<file path="config.mk">
export PLATFORM = sky130hd
export DESIGN_NAME = mem_arb_ctrl
export DESIGN_NICKNAME = d
export VERILOG_FILES = /design/src/rtl/mem_arb_ctrl.sv
export SDC_FILE = /design/constraint.sdc
export NUM_CORES = 1
export LEC_CHECK = 0
export CORE_ASPECT_RATIO = 1.5
export CORE_MARGIN = 4
export CORE_UTILIZATION = 35
export DETAILED_ROUTE_END_ITERATION = 8
export SYNTH_ARGS = -nofsm -noshare
export SYNTH_HDL_FRONTEND = slang
export SYNTH_SLANG_ARGS = --single-unit
</file>
<file path="constraint.sdc">
create_clock -name clk_in -period 5.4 [get_ports clk_in]
set_input_delay 1.35 -clock clk_in [delete_from_list [all_inputs] [get_ports clk_in]]
set_output_delay 1.35 -clock clk_in [all_outputs]
set_load 0.005 [all_outputs]
</file>
<file path="src/rtl/mem_arb_ctrl.sv">
`timescale 1ns/1ps
`default_nettype none
// ============================================================================
//  Module   : mem_arb_ctrl
//  Purpose  : NUM_CH-way priority arbiter and byte-serial load/store engine
//             onto a single BUS_W-wide RAM port. Optional read-abort is
//             enabled by defining MEMCTRL_READ_ABORT_EN.
//  Revision : 1.0 - initial release
// ============================================================================
module mem_arb_ctrl #(
    parameter int NUM_CH = 2,
    parameter int ADDR_W = 32,
    parameter int DATA_W = 32,
    parameter int BUS_W  = 8,
    parameter int LEN_W  = 3
) (
    input  logic                     clk_in,
    input  logic                     rst_in,
    input  logic                     rdy_in,
    input  logic [NUM_CH-1:0]        req_in,
    input  logic [NUM_CH-1:0]        rw_in,
    input  logic [NUM_CH*ADDR_W-1:0] addr_in,
    input  logic [NUM_CH*DATA_W-1:0] wdata_in,
    input  logic [NUM_CH*LEN_W-1:0]  len_in,
    input  logic [BUS_W-1:0]         ram_data_in,
    output logic                     ram_rw_out,
    output logic [ADDR_W-1:0]        ram_addr_out,
    output logic [BUS_W-1:0]         ram_data_out,
    output logic [NUM_CH-1:0]        busy_out,
    output logic [NUM_CH-1:0]        done_out,
    output logic [DATA_W-1:0]        rdata_out
);

    localparam int              NB    = DATA_W / BUS_W;
    localparam int              CH_W  = (NUM_CH > 1) ? $clog2(NUM_CH) : 1;
    localparam logic [LEN_W-1:0] C_NB = LEN_W'(NB);

    typedef enum logic [1:0] {
        S_IDLE = 2'd0,
        S_RD   = 2'd1,
        S_WR   = 2'd2,
        S_FIN  = 2'd3
    } state_t;

    state_t              state_q;
    logic [CH_W-1:0]     ch_q;
    logic                rw_q;
    logic [ADDR_W-1:0]   addr_q;
    logic [DATA_W-1:0]   wdata_q;
    logic [LEN_W-1:0]    len_q;
    logic [LEN_W-1:0]    cnt_q;
    logic [DATA_W-1:0]   asm_q;
    logic [DATA_W-1:0]   rdata_q;
    logic [NUM_CH-1:0]   done_q;

    logic [NUM_CH-1:0]   w_cand;
    logic                w_any;
    logic [CH_W-1:0]     w_win;
    logic                w_rw;
    logic [ADDR_W-1:0]   w_addr;
    logic [DATA_W-1:0]   w_wdata;
    logic [LEN_W-1:0]    w_len;
    logic [NUM_CH-1:0]   w_act;
    logic [NUM_CH-1:0]   w_win_oh;

    // A channel whose done pulse is visible this cycle still holds req; skip it.
    always_comb begin
        w_cand  = req_in & ~done_q;
        w_any   = |w_cand;
        w_win   = '0;
        w_rw    = 1'b0;
        w_addr  = '0;
        w_wdata = '0;
        w_len   = '0;
        for (int c = 0; c < NUM_CH; c++) begin
            if (w_cand[c]) begin
                w_win   = CH_W'(c);
                w_rw    = rw_in[c];
                w_addr  = addr_in[c*ADDR_W +: ADDR_W];
                w_wdata = wdata_in[c*DATA_W +: DATA_W];
                w_len   = (len_in[c*LEN_W +: LEN_W] > C_NB) ? C_NB : len_in[c*LEN_W +: LEN_W];
            end
        end
    end

    always_ff @(posedge clk_in or posedge rst_in) begin
        if (rst_in) begin
            state_q <= S_IDLE;
            ch_q    <= '0;
            rw_q    <= 1'b0;
            addr_q  <= '0;
            wdata_q <= '0;
            len_q   <= '0;
            cnt_q   <= '0;
            asm_q   <= '0;
            rdata_q <= '0;
            done_q  <= '0;
        end else if (rdy_in) begin
            done_q <= '0;
            case (state_q)
                S_IDLE: begin
                    if (w_any) begin
                        ch_q    <= w_win;
                        rw_q    <= w_rw;
                        addr_q  <= w_addr;
                        wdata_q <= w_wdata;
                        len_q   <= w_len;
                        cnt_q   <= '0;
                        asm_q   <= '0;
                        if (w_len == '0)
                            state_q <= S_FIN;
                        else
                            state_q <= w_rw ? S_WR : S_RD;
                    end
                end
                S_RD: begin
`ifdef MEMCTRL_READ_ABORT_EN
                    if (!req_in[ch_q])
                        state_q <= S_IDLE;
                    else
`endif
                    begin
                        // Data for the address issued at cnt=k-1 arrives at cnt=k.
                        for (int k = 0; k < NB; k++) begin
                            if (cnt_q == LEN_W'(k + 1))
                                asm_q[k*BUS_W +: BUS_W] <= ram_data_in;
                        end
                        cnt_q <= cnt_q + LEN_W'(1);
                        if (cnt_q == len_q)
                            state_q <= S_FIN;
                    end
                end
                S_WR: begin
                    cnt_q <= cnt_q + LEN_W'(1);
                    if (cnt_q == len_q - LEN_W'(1))
                        state_q <= S_FIN;
                end
                S_FIN: begin
                    done_q[ch_q] <= 1'b1;
                    rdata_q      <= rw_q ? '0 : asm_q;
                    state_q      <= S_IDLE;
                end
                default: state_q <= S_IDLE;
            endcase
        end
    end

    always_comb begin
        ram_rw_out   = 1'b0;
        ram_addr_out = '0;
        ram_data_out = '0;
        if (state_q == S_RD && cnt_q < len_q)
            ram_addr_out = addr_q + ADDR_W'(cnt_q);
        if (state_q == S_WR) begin
            // Gating with rdy_in keeps a frozen beat from being written twice.
            ram_rw_out   = rdy_in;
            ram_addr_out = addr_q + ADDR_W'(cnt_q);
            for (int k = 0; k < NB; k++) begin
                if (cnt_q == LEN_W'(k))
                    ram_data_out = wdata_q[k*BUS_W +: BUS_W];
            end
        end
    end

    always_comb begin
        w_act    = '0;
        w_win_oh = '0;
        if (state_q != S_IDLE)
            w_act[ch_q] = 1'b1;
        if (w_any && rdy_in)
            w_win_oh[w_win] = 1'b1;
        if (rst_in)
            busy_out = '0;
        else if (state_q == S_IDLE)
            busy_out = w_cand & ~w_win_oh;
        else
            busy_out = w_act | w_cand;
    end

    assign done_out  = done_q;
    assign rdata_out = rdata_q;

endmodule
`default_nettype wire
</file>
==> out/qor.yml <==
h-tree-depth: 4
synth_nets: 1056
io_pins: 226
power.leakage_nw: 4.36
holdPathStages: 2
cts_setup_buffers: 0
min_from: "rdata_out[11]"
cell_internal_pwr_mw: 3.54
r2r-start: "done_out[1]"
finalSetupViolations: 0
dr.max_layer_used: "met5"
cts_sinks: 140
fmax_mhz: 208
setup.worst_path.start_class: "flop"
track_usage_pct: 19.2
root_buffer: "clkbuf_16"
min_to: "rdata_out[11]"
ir_worst_vdd_uv: 274
avgRoutedWirePerCell_um: 16.9
grt_pass1_vias: 6839
hold_class: "reg2reg"
die_h_um: 189
cts_tree: "built"
core_area_um2: 21200
grt_max_degree: 123
yosysTopAreaCellShare_pct: 46.0
gp_congestion: 0.837
clk_latency_ns: 0.42
grt_pass1_wl_um: 36700
port_buffers: 225
comb_power_share_pct: 46.5
rsz0062_at_grt: "no"
core.rowCount: 65
dr_wl_met2_um: 11800
dr_wl_met3_um: 1430
skew_ns: 0.0137
cts_resized: 0
nets: 1250
clockPowerShare_pct: 19.6
cp-end-kind: "primary output"
wl_met1_um: 9300
seqCellArea_um2: 3500
crit_top_cell: "or4_1"
p_total_mw: 5.77
syn_inst: 889
critPathKind: "reg2out"
hold_buffers: 0
final_cells: 1368
slowest_stage: "or4_1"
numCtsBuffers: 17
routed_via_density: 5.02
tightest_slew_ns: 0.925
die_area_um2: 24200
syn_avg_cell_area_um2: 8.56
dpl.hpwl_um: 17300
slew_headroom_pct: 37.5
ys.flop_type: "dfrtp_1"
worstRegToRegCells: 5
hold_viol_final: 0
max_cap_viol_count: 0
drive_above_1_share_pct: 7.85
multi_input_area_um2: 3830
netlist_area_um2: 7610
drt_iter0_drc: 298
critPathMaxFanout: 14
yosysSeqAreaShare_pct: 46.0
dpl.cell_count: 1332
n_fill_cell: 2042
antenna_found_initial: 5
drtPass1Iterations: 5
grt_overflow: 0
post-route-period-util_pct: 89.2
power.switching_mw: 2.23
finalWirelength_um: 23100
initial_utilization_pct: 35.9
area_growth_syn_to_layout_pct: 40.1
crit_required_ns: 4.05
crit_path_cell_trace: "ha_1 > o211ai_1 > or4_1 > or4_1 > a21oi_1 > clkdlybuf4s50_1"
critPathArrivalTime_ns: 3.47
synth.largest_area_cell: "dfrtp_1"
fin_crit_ns: 4.82
yosys-top-cells-area: "dfrtp_1, nand2_1, a31oi_1"
clk_pin_slew_ns: 0.07
die_w_um: 128
reg2reg_slack_ns: 2.69
yosysWarnings: 0
seq_power_share_pct: 33.9
drc: 0
setup_tns_ns: 0
ys_seq_elements: 140
async_flop_share_pct: 100
swShare_pct: 38.7
synth_enable_flop_cells: 0
drv_slew: 0
yosysUniqueCellTypes: 50
slowest_delay_ns: 0.74
ctsLongestPathBuffers: 2
r2r_end: "asm_q[22]"
status: "finished clean"
vias: 6865
ant_nets: 0
p_per_area_nw_per_um2: 541
[worst max-delay path, delay by kind of cell, from the launching register on]
kind / cells / cell delay [ns]
adder cells (fa/ha/maj): 1 / 0.40
AO/OA/AOI/OAI: 2 / 0.38
buffers and inverters: 1 / 0.52
AND/OR/NAND/NOR: 2 / 1.28
flip-flops: 1 / 0.47
[state kept, by name, indices dropped and copies added (netlist names)]
| signal | flops |
|---|---|
| ch_q | 1 |
| wdata_q | 32 |
| asm_q | 32 |
| rdata_out | 32 |
| addr_q | 32 |
| cnt_q | 3 |
| done_out | 2 |
| len_q | 3 |
| rw_q | 1 |
| state_q | 2 |
[cells in the final DEF (no fill, tap or decap), types with 3 or more instances in the layout]
cell type          n
a21oi_1           26
nor2b_1            6
nand4_1            5
nor2_1            82
diode_2            4
nand3_1           12
xnor2_1            7
and4_1             3
buf_4              7
and2_1             9
nand2_1          205
o21ai_1            3
inv_1             19
or2_2              3
mux2_2            32
nor3_1             6
xor2_1             4
a21boi_0           8
dfrtp_1          140
a31oi_1           66
o211ai_1           9
or3_1              5
clkinvlp_4         3
inv_8              3
o31ai_1           16
and3_1             5
nand2b_1          41
or4_1             15
a21o_1             3
clkbuf_16         17
ha_1              17
nor4_1             3
o21ai_0           54
clkdlybuf4s50_1  225
inv_6              6
[power by group through the flow]
stage	Sequential [mW]	Combinational (mW)	Clock [mW]
detailed placement	1.99	2.71	0
CTS	1.97	2.72	1.17
global route	2.04	2.99	1.21
floorplan	1.83	1.56	0
global placement	1.97	2.69	0
finish	1.96	2.68	1.13
[cells in the mapped netlist, types with 2 or more instances]
cell type,count
nand2_1,205
dfrtp_1,140
nor2_1,82
a31oi_1,67
o21ai_0,54
clkbuf_1,53
nand2b_1,42
mux2_2,32
a21oi_1,27
inv_1,20
ha_1,17
o31ai_1,16
or4_1,15
nand3_1,12
and2_1,9
o211ai_1,9
a21boi_0,8
nor2b_1,7
xnor2_1,7
nor3_1,6
and3_1,5
nand4_1,5
or3_1,5
xor2_1,4
a21o_1,3
and4_1,3
buf_1,3
nor4_1,3
o21ai_1,3
or2_2,3
a221oi_1,2
nand3b_1,2
o311ai_0,2
or4b_1,2
[cell families (layout without fill, tap and decap cells)]
| logic type | after synthesis | count (layout) | synth area share (%) |
|---|---|---|---|
| AO/OA/AOI/OAI | 197 | 197 | 15.7 |
| other | 0 | 4 | 0 |
| AND/OR/NAND/NOR | 411 | 411 | 24.8 |
| XOR/XNOR | 12 | 12 | 1.58 |
| buffers and inverters | 78 | 285 | 3.96 |
| adder cells (fa/ha/maj) | 18 | 18 | 3.06 |
| multiplexers | 33 | 33 | 4.87 |
| flip-flops | 140 | 140 | 46.0 |
[metal layers]
layer  track usage (%)  vias to the layer above
li1                  -                     3463
met1              22.6                     3183
met2              33.1                      188
met3              4.99                       29
met4              7.39                        2
met5                 0                        -
[worst max path at each step]
stage	from	end	cells after the start
2_1_floorplan	rst_in	addr_q[0]	1
4_1_cts	cnt_q[2]	ram_addr_out[31]	6
6_report	cnt_q[2]	ram_addr_out[31]	6
3_3_place_gp	rdy_in	busy_out[0]	5
3_5_place_dp	rdy_in	busy_out[0]	5
5_1_grt	cnt_q[2]	ram_addr_out[31]	6
[final cells by class]
class / count / area share, %
multi-input combinational: 671 / 36.0
sequential: 140 / 32.9
timing repair buffer: 233 / 21.8
clock buffer: 17 / 3.99
tap: 268 / 3.14
clock inverter: 15 / 1.41
inverter: 20 / 0.751
antenna: 4 / 0.0939
[metrics by stage]
step / utilization, % / setup slack [ns] / cell area, um2 / hold WS, ns
global placement: 47.5 / 0.905 / 10100 / 0.461
finish: 50.2 / 0.582 / 10700 / 0.475
global route: 50.2 / 0.351 / 10700 / 0.508
detailed placement: 47.5 / 0.892 / 10100 / 0.469
CTS: 50.2 / 0.547 / 10700 / 0.486
floorplan: - / 0.297 / 7610 / 0.473
Power figures use the tool's default switching activity.
